### src/rtl/ddr_stream_writer.sv
// Buffers a 16-bit word stream and writes it to one DDR arbiter client port.
// Aligned word pairs merge into 32-bit writes; other words go out as 16-bit writes.
module ddr_stream_writer #(
    parameter int FIFO_DEPTH = 8
) (
    input  logic        clk,
    input  logic        rst,
    input  logic        start,
    input  logic [24:1] start_addr,
    input  logic [15:0] word_count,
    input  logic [15:0] s_data,
    input  logic        s_valid,
    output logic        s_ready,
    output logic        active,
    output logic        done,
    output logic [24:1] mem_addr,
    output logic [31:0] mem_din,
    output logic [3:0]  mem_wr,
    output logic        mem_16b,
    input  logic        mem_busy,
    output logic [2:0]  dbg_state
);

    // Stream handshake: a word transfers on every rising clk edge where
    // s_valid && s_ready; s_data must be held while s_valid is high and
    // s_ready is low. s_ready does not depend on s_valid.

    localparam int AW = $clog2(FIFO_DEPTH);

    localparam logic [AW:0]   OCC_FULL = FIFO_DEPTH[AW:0];
    localparam logic [AW:0]   OCC_ONE  = {{AW{1'b0}}, 1'b1};
    localparam logic [AW:0]   OCC_TWO  = OCC_ONE + OCC_ONE;
    localparam logic [AW-1:0] PTR_ONE  = {{(AW-1){1'b0}}, 1'b1};
    localparam logic [15:0]   CNT_ONE  = 16'd1;
    localparam logic [15:0]   CNT_TWO  = 16'd2;

    localparam logic [2:0] S_IDLE   = 3'd0;
    localparam logic [2:0] S_SELECT = 3'd1;
    localparam logic [2:0] S_ISSUE  = 3'd2;
    localparam logic [2:0] S_SETTLE = 3'd3;
    localparam logic [2:0] S_WAIT   = 3'd4;

    logic [2:0]    state;
    logic [24:1]   cur_addr;
    logic [15:0]   acc_cnt;
    logic [15:0]   wr_cnt;
    logic          is32;

    logic [15:0]   fifo_mem [FIFO_DEPTH];
    logic [AW-1:0] wptr;
    logic [AW-1:0] rptr;
    logic [AW:0]   occ;

    logic          push;
    logic          in_select;
    logic          sel32;
    logic          sel16;
    logic [AW:0]   push_amt;
    logic [AW:0]   pop_amt;
    logic [AW:0]   occ_next;
    logic [15:0]   rd0;
    logic [15:0]   rd1;

    assign s_ready   = active && (acc_cnt != 16'd0) && (occ != OCC_FULL);
    assign push      = s_valid && s_ready;
    assign rd0       = fifo_mem[rptr];
    assign rd1       = fifo_mem[rptr + PTR_ONE];
    assign dbg_state = state;

    // An aligned address with more than one word left always waits for a pair.
    always_comb begin
        in_select = (state == S_SELECT) && (wr_cnt != 16'd0);
        sel32     = in_select && !cur_addr[1] && (wr_cnt >= CNT_TWO) && (occ >= OCC_TWO);
        sel16     = in_select && !sel32 && (cur_addr[1] || (wr_cnt == CNT_ONE))
                    && (occ >= OCC_ONE);
        push_amt  = push ? OCC_ONE : '0;
        pop_amt   = sel32 ? OCC_TWO : (sel16 ? OCC_ONE : '0);
        occ_next  = occ + push_amt - pop_amt;
    end

    always_ff @(posedge clk) begin
        if (push) begin
            fifo_mem[wptr] <= s_data;
        end
    end

    always_ff @(posedge clk) begin
        if (rst) begin
            wptr <= '0;
            rptr <= '0;
            occ  <= '0;
        end else begin
            occ <= occ_next;
            if (push) begin
                wptr <= wptr + PTR_ONE;
            end
            if (sel32) begin
                rptr <= rptr + PTR_ONE + PTR_ONE;
            end else if (sel16) begin
                rptr <= rptr + PTR_ONE;
            end
        end
    end

    always_ff @(posedge clk) begin
        if (rst) begin
            state    <= S_IDLE;
            cur_addr <= '0;
            acc_cnt  <= '0;
            wr_cnt   <= '0;
            is32     <= 1'b0;
            active   <= 1'b0;
            done     <= 1'b0;
            mem_addr <= '0;
            mem_din  <= '0;
            mem_wr   <= '0;
            mem_16b  <= 1'b0;
        end else begin
            done <= 1'b0;
            if (push) begin
                acc_cnt <= acc_cnt - CNT_ONE;
            end
            case (state)
                S_IDLE: begin
                    if (start) begin
                        cur_addr <= start_addr;
                        acc_cnt  <= word_count;
                        wr_cnt   <= word_count;
                        if (word_count == 16'd0) begin
                            done <= 1'b1;
                        end else begin
                            active <= 1'b1;
                            state  <= S_SELECT;
                        end
                    end
                end
                S_SELECT: begin
                    if (wr_cnt == 16'd0) begin
                        done   <= 1'b1;
                        active <= 1'b0;
                        state  <= S_IDLE;
                    end else if (sel32) begin
                        mem_addr <= cur_addr;
                        mem_din  <= {rd0, rd1};
                        mem_wr   <= 4'b1111;
                        mem_16b  <= 1'b0;
                        is32     <= 1'b1;
                        state    <= S_ISSUE;
                    end else if (sel16) begin
                        mem_addr <= cur_addr;
                        mem_din  <= {16'h0000, rd0};
                        mem_wr   <= 4'b0011;
                        mem_16b  <= 1'b1;
                        is32     <= 1'b0;
                        state    <= S_ISSUE;
                    end
                end
                S_ISSUE: begin
                    // The arbiter latches on the rising edge of mem_wr, so it drops here.
                    mem_wr   <= 4'b0000;
                    cur_addr <= cur_addr + (is32 ? 24'd2 : 24'd1);
                    wr_cnt   <= wr_cnt - (is32 ? CNT_TWO : CNT_ONE);
                    state    <= S_SETTLE;
                end
                S_SETTLE: begin
                    state <= S_WAIT;
                end
                S_WAIT: begin
                    if (!mem_busy) begin
                        state <= S_SELECT;
                    end
                end
                default: begin
                    state <= S_IDLE;
                end
            endcase
        end
    end

endmodule

### config.mk
export PLATFORM = sky130hd
export DESIGN_NAME = ddr_stream_writer
export DESIGN_NICKNAME = d
export VERILOG_FILES = /design/src/rtl/ddr_stream_writer.sv
export SDC_FILE = /design/constraint.sdc
export NUM_CORES = 1
export LEC_CHECK = 0
export ABC_CLOCK_PERIOD_IN_PS = 7200
export CAP_MARGIN = 20
export CORE_UTILIZATION = 50
export DETAILED_ROUTE_END_ITERATION = 8
export PLACE_DENSITY = 0.77
export SETUP_SLACK_MARGIN = 0.2
export SLEW_MARGIN = 20
export SYNTH_ARGS = -nofsm -noshare
export SYNTH_HDL_FRONTEND = slang
export SYNTH_SLANG_ARGS = --single-unit
### constraint.sdc
create_clock -name clk -period 7.2 [get_ports clk]
set_clock_uncertainty 0.1 [all_clocks]
set_input_delay 1.44 -clock clk [delete_from_list [all_inputs] [get_ports clk]]
set_output_delay 1.44 -clock clk [all_outputs]
set_load 0.005 [all_outputs]
Word-level counts from Yosys, hierarchy flattened
Memory sizes are Yosys's and may differ from the RTL's. A register that Yosys moved wholly into a read port is not among the register bits.
Index checks and enable logic that the tools add are counted.
{ "totals": {"n_memories": 1, "output_inout_bits": 67, "ramBits": 128, "word_cells": 112, "ff_bits": 133, "input_bits": 61} }
{ "classes": {"n_eq_ne": 13, "n_bitwise": 1, "n_lt_le_gt_ge": 3, "add_sub_neg": 8, "mux": 45, "reduce_logical": 27} }
{ "mem_list": {"columns": ["name", "words", "word_bits", "read_ports", "rd_ports_with_merged_regs", "wr", "line_no", "source"], "rows": [
  ["fifo_mem", 8, 16, 2, 1, 1, "49", "logic [15:0] fifo_mem [FIFO_DEPTH];"]
]} }
{ "ops": {"columns": ["op", "n"], "rows": [
  ["24-bit two-way mux", 3],
  ["16-bit two-way mux", 4],
  ["32-bit two-way mux", 2],
  ["24-bit case mux with 2 select lines", 1],
  ["16-bit zero test", 2],
  ["16-bit case mux with 2 select lines", 1],
  ["16-bit nonzero test", 2],
  ["3-bit two-way mux", 10],
  ["24-bit by 2-bit adder with 24-bit output", 1],
  ["16-bit by 1-bit == test with 1-bit output (second input constant)", 1],
  ["16-bit by 2-bit greater-or-equal comparator with 1-bit output (second input constant)", 1],
  ["16-bit by 1-bit subtractor with 16-bit output (second input constant)", 1],
  ["16-bit by 2-bit subtractor with 16-bit output", 1],
  ["3-bit case mux with 5 select lines", 1],
  ["1-bit two-way mux", 14],
  ["4-bit two-way mux", 3],
  ["1-bit logical AND", 10],
  ["3-bit by 1-bit adder with 3-bit output (second input constant)", 3],
  ["2-bit != test (second input constant)", 4],
  ["4-bit case mux with 2 select lines", 1],
  ["4-bit AND reduction", 2],
  ["2-bit nonzero test", 4],
  ["3-bit by 2-bit == test with 1-bit output (second input constant)", 2],
  ["2-bit two-way mux", 3],
  ["17 further kinds", 20]
]} }

Longest topological paths before layout
Gate-level depths: netlist of run 1.
{ "logic_depth": {"ltp_word": 13, "ltp_mapped": 14, "mapped_depth_nobuf": 13} }

Worst setup path after synthesis of run 1
Ideal clock, no wire load.
{ "synth_timing": {"path_type": "input to register", "startpoint": "in s_valid", "endpoint": "mem fifo_mem[0][0], enable pin", "n_path_buf": 0, "stages": 4, "required_ns": 6.670, "slack_ns": 3.118, "setup_time_ns": 0.430, "arrival_time_ns": 3.552, "cell_sequence": "nand3_1 -> nor2_2 -> inv_2 -> nor4_1"} }
{ "synth_via": {"elab_chain_cells": 3} }
{ "synth_lines": {"columns": ["item", "line_no", "source"], "rows": [
  ["from (decl)", "12", "input logic s_valid,"],
  ["1-bit logical AND", "65", "assign push = s_valid && s_ready;"],
  ["1-bit two-way mux", "82", "if (push) begin"],
  ["1-bit two-way mux (implied by the code)", "83", "fifo_mem[wptr] <= s_data;"],
  ["to (decl)", "49", null]
]} }
No other way between the ends.

Final worst setup path of run 1
{ "layout_timing": {"startpoint": "reg acc_cnt[10]", "endpoint": "out s_ready"} }
{ "layout_via": {"elab_chain_cells": 3} }
{ "layout_lines": {"columns": ["item", "line_no", "source"], "rows": [
  ["from (decl)", "45", "logic [15:0] acc_cnt;"],
  ["from (signal assigned)", "121", "acc_cnt <= acc_cnt - CNT_ONE;"],
  ["from (signal assigned)", "127", "acc_cnt <= word_count;"],
  ["16-bit nonzero test", "64", "assign s_ready = active && (acc_cnt != 16'd0) && (occ != OCC_FULL);"],
  ["1-bit logical AND (2 in a row)", "64", null],
  ["to (decl)", "13", "output logic s_ready,"]
]} }
No other way between the ends.

==> results of run 1 <==
metrics by stage:
| step | worst slack, ns | instance area (um^2) | utilization | power (uW) | std cells |
|---|---|---|---|---|---|
| 3_5_place_dp | 3.177 | 13870 | 0.5720 | 2886 | 1545 |
| 4_1_cts | 3.231 | 14750 | 0.6083 | 4260 | 1595 |
| 6_report | 3.253 | 14780 | 0.6094 | 4254 | 1596 |
| 3_3_place_gp | 3.248 | 13870 | 0.5720 | 2859 | 1545 |
| 5_1_grt | 3.158 | 14780 | 0.6094 | 4461 | 1596 |
| 2_1_floorplan | 3.118 | 12350 | - | 2551 | 1161 |
worst reg2reg max path: cells and delay by family, from the launching register on:
family                     cells  cell delay, ns
buffers and inverters          2            0.96
and+or+nand+nor                4            0.83
adders and majority gates      2            0.79
DFF                            1            0.45
AOI/OAI and AO/OA              2            0.34
xor gates and xnor gates       1            0.13
final timing paths:
path	from	end	slack (ns)	depth (start not counted)
worst max register to register	dbg_state[0]	occ[3]	3.47	11
worst max-delay path	acc_cnt[10]	s_ready	3.25	4
worst min-delay path	mem_addr[21]	mem_addr[21]	0.35	2
worst min register to register	mem_addr[21]	mem_addr[21]	0.35	2
layout by cell type, fill, tap and decap left out, types with 34 or more instances in the layout:
| cell type | instances |
|---|---|
| clkdlybuf4s50_1 | 126 |
| dfxtp_1 | 132 |
| nand2_1 | 96 |
| a21oi_1 | 82 |
| mux2i_1 | 65 |
| nor2b_1 | 36 |
| edfxtp_1 | 128 |
| a2111oi_0 | 34 |
| nor2_1 | 107 |
| a31oi_1 | 44 |
state kept, by name, indices dropped and copies added (netlist names), 4 cells and up, named ones only:
register  count
fifo_mem    128
mem_din      32
cur_addr     24
mem_addr     24
acc_cnt      16
wr_cnt       16
occ           4
per-layer routing:
metal	global-route usage	vias up
met3	0.04116	69
met2	0.4039	398
li1	-	4577
met4	0.07299	0
met1	0.3320	4729
met5	0	-
final cells by class:
type	instances	share of cell area
timing repair buffer	145	0.09635
clock inverter	13	0.007959
inverter	20	0.005165
tap	324	0.02743
clock buffer	37	0.05165
sequential	262	0.4418
multi-input combinational	795	0.3697
where the power goes:
group | switching (uW) | internal (uW)
combinational | 603 | 461
sequential | 120 | 1690
clock | 573 | 811
total | 1300 | 2960
logic make-up after synthesis:
kind of cell,synth area share
compound gates,0.1623
xor+xnor,0.01419
fa+ha+maj,0.02007
buf+inv,0.03597
flops,0.5286
mux,0.08553
simple gates,0.1533
==> out/results.tsv, run 1 <==
stage	metric	value	unit
synthesis	synth_area	0.01235	mm^2
hold_path	hold_path_class	flip-flop to flip-flop	
finish	antennaDiodeCount	0	
finish	register_area	0.006529	mm^2
finish	nNetsFinal	1330	
clock_tree	tritoncts	yes	
global_routing	grt_max_degree	99	
timing	period_share	0.5482	
placed_design	gp_congestion	0.8608	
floorplan	dieWidth	159.1	um
synthesis	synth_seq_area_share	0.5286	
timing	whs	0.3525	ns
timing	drv_slew	0	
routing	firstDrtPassIters	5	
clock_tree	cts_made_buffers	27	
global_routing	grt-ovfl-total	0	
routing	wl_met2	14890	um
critical_path	path_delay_family	simple AND/OR/NAND/NOR gates	
routing	vias	9773	
clock_tree	cts_resized	0	
floorplan	io_pins	128	
synthesis	synth_commonest_cells	134 x dfxtp_1, 128 x edfxtp_1, 107 x nor2_1, 96 x nand2_1, 82 x a21oi_1	
critical_path	end_kind	output pin	
synthesis	synth_area_per_cell	10.63	um^2
floorplan	coreArea	0.02425	mm^2
critical_path	path_buf_inv	1	
synthesis	synthArstFlopShare	0	
routing	wl	31360	um
clock_tree	cts_sinks	262	
floorplan	row_count	57	
floorplan	initial_core_util	0.5092	
routing	wl_per_cell	19.65	um
routing	wl_met3	2334	um
timing	rsz0062_at_grt	no	
critical_path	path_max_fanout	6	
clock_tree	h-tree-depth	1	
clock_tree	cts_setup_buffers	0	
finish	drive_above_1_share	0.08884	
timing	slew_headroom	0.2761	
finish	fillerInstances	1952	
critical_path	critPathSlowestCell	or4_1	
timing	layout_min_cycle_time	3.947	ns
timing	hold_violations	0	
timing	tightest_slew	1.084	ns
floorplan	die_h	159.1	um
outcome	outcome	finished clean	
timing	tns	0	ns
routing	drc_errors	0	
critical_path	crit_type	flip-flop to output pin	
synthesis	yosysUniqueCellTypes	71	
critical_path	cp_cell_sequence	or4_1 -> nor4b_2 -> nor2_1 -> clkdlybuf4s50_1	
clock_tree	clk_pin_slew	0.06	ns
global_routing	grt_pass1_wl	50250	um
synthesis	synth.area.top_cells	edfxtp_1 31%, dfxtp_1 22%, mux2i_1 5.3%	
clock_tree	cts_buffer_depth	3	
synthesis	ys_seq_elements	262	
timing	fmax	253.4	MHz
job	maxCapViolCount	0	
critical_path	required	5.66	ns
critical_path	start_kind	flip-flop	
synthesis	yosysTopAreaCell	edfxtp_1	
timing	finalSetupViolCount	0	
finish	multi_input_area	0.005463	mm^2
critical_path	max_stage_delay	0.63	ns
synthesis	syn_inst	1161	
synthesis	yosys_warnings	0	
routing	routed.top_layer	met4	
pwr	irDropWorstVdd	0.2294	mV
finish	syn_to_final_growth	19.69	%
global_routing	grt_pass1_vias	9442	
synthesis	yosysTopAreaCellShare	0.3113	
clock_tree	hold_buffers	0	
routing	met1Wirelength	13340	um
synthesis	syn-num-nets	1240	
synthesis	synth_most_common_cell	dfxtp_1	
placed_design	dpl.hpwl	19080	um
placed_design	placement.io_buffers	127	
routing	vias_per_cell	6.123	
pwr	p_leak	0.004677	uW
synthesis	synth_edf_count	128	
clock_tree	clk-insertion-delay-late	0.54	ns
synthesis	yosys_most_used_dff	dfxtp_1	
routing	ant_nets	0	
global_routing	antenna_found_initial	0	
pwr	power_density	287.9	mW/mm^2
critical_path	crit_arrival	2.41	ns
global_routing	track_usage	0.2450	
routing	drt_iter0_markers	814	
floorplan	die_area	0.02533	mm^2
clock_tree	cts_root_buf	clkbuf_16	
(Power assumes the default switching activity.)
==> run 2: changes to the inputs <==
--- a/config.mk
+++ b/config.mk
@@ -5,7 +5,7 @@
 export SDC_FILE = /design/constraint.sdc
 export NUM_CORES = 1
 export LEC_CHECK = 0
-export ABC_CLOCK_PERIOD_IN_PS = 7200
+export ABC_CLOCK_PERIOD_IN_PS = 4100
 export CAP_MARGIN = 20
 export CORE_UTILIZATION = 50
 export DETAILED_ROUTE_END_ITERATION = 8
==> constraint.sdc (replaced) <==
create_clock -name clk -period 4.1 [get_ports clk]
set_clock_uncertainty 0.1 [all_clocks]
set_input_delay 0.82 -clock clk [delete_from_list [all_inputs] [get_ports clk]]
set_output_delay 0.82 -clock clk [all_outputs]
set_load 0.005 [all_outputs]
==> run 2 against run 1 <==
  * Power is 81% higher
  * Count of clock-buffer cells in the layout is 2 higher
  * Combinational power is 80% higher
  * Register-to-register slack worse by 2.5 ns
  * Hold slack hardly changed
  * Via count is 0.34% higher
  * Critical path depth stayed put
  * Critical path type unchanged
  * Critical endpoint unchanged
==> out/results.tsv, run 2 (same netlist as run 1, synthesis figures left out) <==
stage	metric	value	unit	change
critical_path	crit_type	flip-flop to output pin		unchanged
routing	firstDrtPassIters	5		unchanged
timing	drv_slew	0		unchanged
timing	tightest_slew	1.046	ns	was 1.084 ns
critical_path	start_kind	flip-flop		unchanged
clock_tree	clk_pin_slew	0.06	ns	about the same
timing	layout_min_cycle_time	3.313	ns	
floorplan	die_h	159.1	um	unchanged
critical_path	critPathSlowestCell	or4_1		unchanged
hold_path	hold_path_depth	2		unchanged
finish	antennaDiodeCount	0		unchanged
timing	rsz0062_at_grt	no		unchanged
job	maxCapViolCount	0		unchanged
critical_path	path_depth	4		unchanged
clock_tree	tritoncts	yes		unchanged
clock_tree	cts_root_buf	clkbuf_16		unchanged
finish	top_register	fifo_mem		unchanged
timing	tns	0	ns	unchanged
floorplan	io_pins	128		unchanged
floorplan	coreArea	0.02425	mm^2	unchanged
global_routing	antenna_found_initial	0		unchanged
finish	drive_above_1_share	0.09657		was 0.08884
routing	drt_iter0_markers	767		was 814
timing	period_share	0.8079		
timing	slew_headroom	0.3024		was 0.2761
placed_design	gp_congestion	0.8832		was 0.8608
critical_path	r2r_setup_slack	0.94	ns	was 3.47 ns
finish	reg.largest.list	fifo_mem (128), mem_din (32)		unchanged
finish	final_cell_area	0.01494	mm^2	was 0.01478 mm^2
critical_path	crit_arrival	2.39	ns	was 2.41 ns
critical_path	reg2reg_depth	10		was 11
placed_design	dpl.hpwl	19870	um	was 19080 um
pwr	p_leak	0.004768	uW	was 0.004677 uW
finish	multi_input_area	0.005451	mm^2	was 0.005463 mm^2
global_routing	grt_pass1_wl	51030	um	was 50250 um
critical_path	cp_cell_sequence	or4_1 -> nor4b_2 -> nor2_1 -> clkdlybuf4s50_1		unchanged
critical_path	max_stage_delay	0.62	ns	was 0.63 ns
routing	vias	9806		was 9773
clock_tree	clk-insertion-delay-late	0.56	ns	was 0.54 ns
global_routing	grt_max_degree	76		was 99
timing	finalSetupViolCount	0		unchanged
clock_tree	cts_sinks	262		unchanged
timing	setup_ws	0.7874	ns	was 3.253 ns
pwr	irDropWorstVdd	0.3816	mV	was 0.2294 mV
finish	mostFrequentLayoutCells	132 x dfxtp_1, 128 x edfxtp_1, 126 x clkdlybuf4s50_1		unchanged
critical_path	path_max_fanout	6		unchanged
finish	layout_commonest_cell	dfxtp_1		unchanged
routing	ant_nets	0		unchanged
hold_path	worstHoldStart	mem_addr[10]		was mem_addr[21]
timing	fmax	301.9	MHz	
critical_path	path_delay_family	simple AND/OR/NAND/NOR gates		unchanged
critical_path	end_kind	output pin		unchanged
critical_path	cp-startpoint	acc_cnt[10]		unchanged
floorplan	die_area	0.02533	mm^2	unchanged
critical_path	path_buf_inv	1		unchanged
placed_design	place_ws	0.8758	ns	was 3.177 ns
global_routing	grt-ovfl-total	0		unchanged
finish	fillerInstances	1941		was 1952
finish	syn_to_final_growth	21.00	%	was 19.69%
critical_path	r2r_start	dbg_state[0]		unchanged
placed_design	post_dp_cell_area	0.01397	mm^2	was 0.01387 mm^2
routing	drc_errors	0		unchanged
clock_tree	cts_setup_buffers	0		unchanged
critical_path	timing.rr.end	occ[3]		unchanged
global_routing	track_usage	0.2519		was 0.2450
timing	hold_violations	0		unchanged
floorplan	row_count	57		unchanged
routing	wl_per_cell	19.92	um	was 19.65 um
clock_tree	cts_buffer_depth	3		unchanged
pwr	power_density	516.8	mW/mm^2	was 287.9 mW/mm^2
global_routing	grt_pass1_vias	9549		was 9442
critical_path	required	3.18	ns	was 5.66 ns
hold_path	hold_end	mem_addr[10]		was mem_addr[21]
finish	nNetsFinal	1342		was 1330
floorplan	initial_core_util	0.5092		unchanged
clock_tree	h-tree-depth	1		unchanged
placed_design	placement.io_buffers	127		unchanged
floorplan	dieWidth	159.1	um	unchanged
clock_tree	cts_resized	0		unchanged
finish	final_core_util	0.6161		was 0.6094
clock_tree	hold_buffers	0		unchanged
routing	vias_per_cell	6.098		was 6.123
finish	register_area	0.006529	mm^2	unchanged
outcome	outcome	finished clean		unchanged
routing	wl	32030	um	was 31360 um
finish	largest_reg_flops	128		unchanged
hold_path	hold_path_class	flip-flop to flip-flop		unchanged
clock_tree	cts_made_buffers	28		was 27
-- run 2: worst max-delay path by stage --
| stage | to | slack, ns |
|---|---|---|
| floorplan | fifo_mem[0][0] | 0.63 |
| global placement | occ[2] | 0.95 |
| detailed placement | occ[2] | 0.88 |
| CTS | s_ready | 0.74 |
| global route | s_ready | 0.65 |
| finish | s_ready | 0.79 |
-- run 2: final cells by class --
class	count	share of cell area
Clock inverter	12	0.01156
Multi-Input combinational cell	795	0.3649
Timing Repair Buffer	156	0.1012
Inverter	20	0.005109
Sequential cell	262	0.4370
Clock buffer	39	0.05310
Tap cell	324	0.02714
-- run 2: worst register-to-register path, stage by stage (launching register included) --
cell and delay [ns]:
dfxtp_1 0.47, or3b_2 0.52, nor3_1 0.15, and2_1 0.19
clkinv_2 0.34, ha_1 0.45, ha_1 0.29, a21o_1 0.18
a21oi_1 0.16, xnor2_1 0.13, nor2_1 0.05
-- run 2: through the flow --
stage	power, uW	cells	hold slack (ns)
after floorplan	4481	1161	0.3444
after global placement	5050	1557	0.3415
after detailed placement	5106	1557	0.3494
after CTS	7742	1608	0.3570
after global routing	8078	1608	0.3756
final	7721	1608	0.3528
-- run 2: power by group --
part	total, uW	internal (uW)	leakage, uW	switching, uW
clock network	2650	1600	0.000474	1050
logic	1910	821	0.00205	1090
registers	3170	2960	0.00225	204
-- run 2: routing by layer --
metal / GRT usage / wire (um)
met2: 0.4135 / 15120
met4: 0.09834 / 1078
met3: 0.03855 / 2224
met5: 0 / 0
met1: 0.3364 / 13610
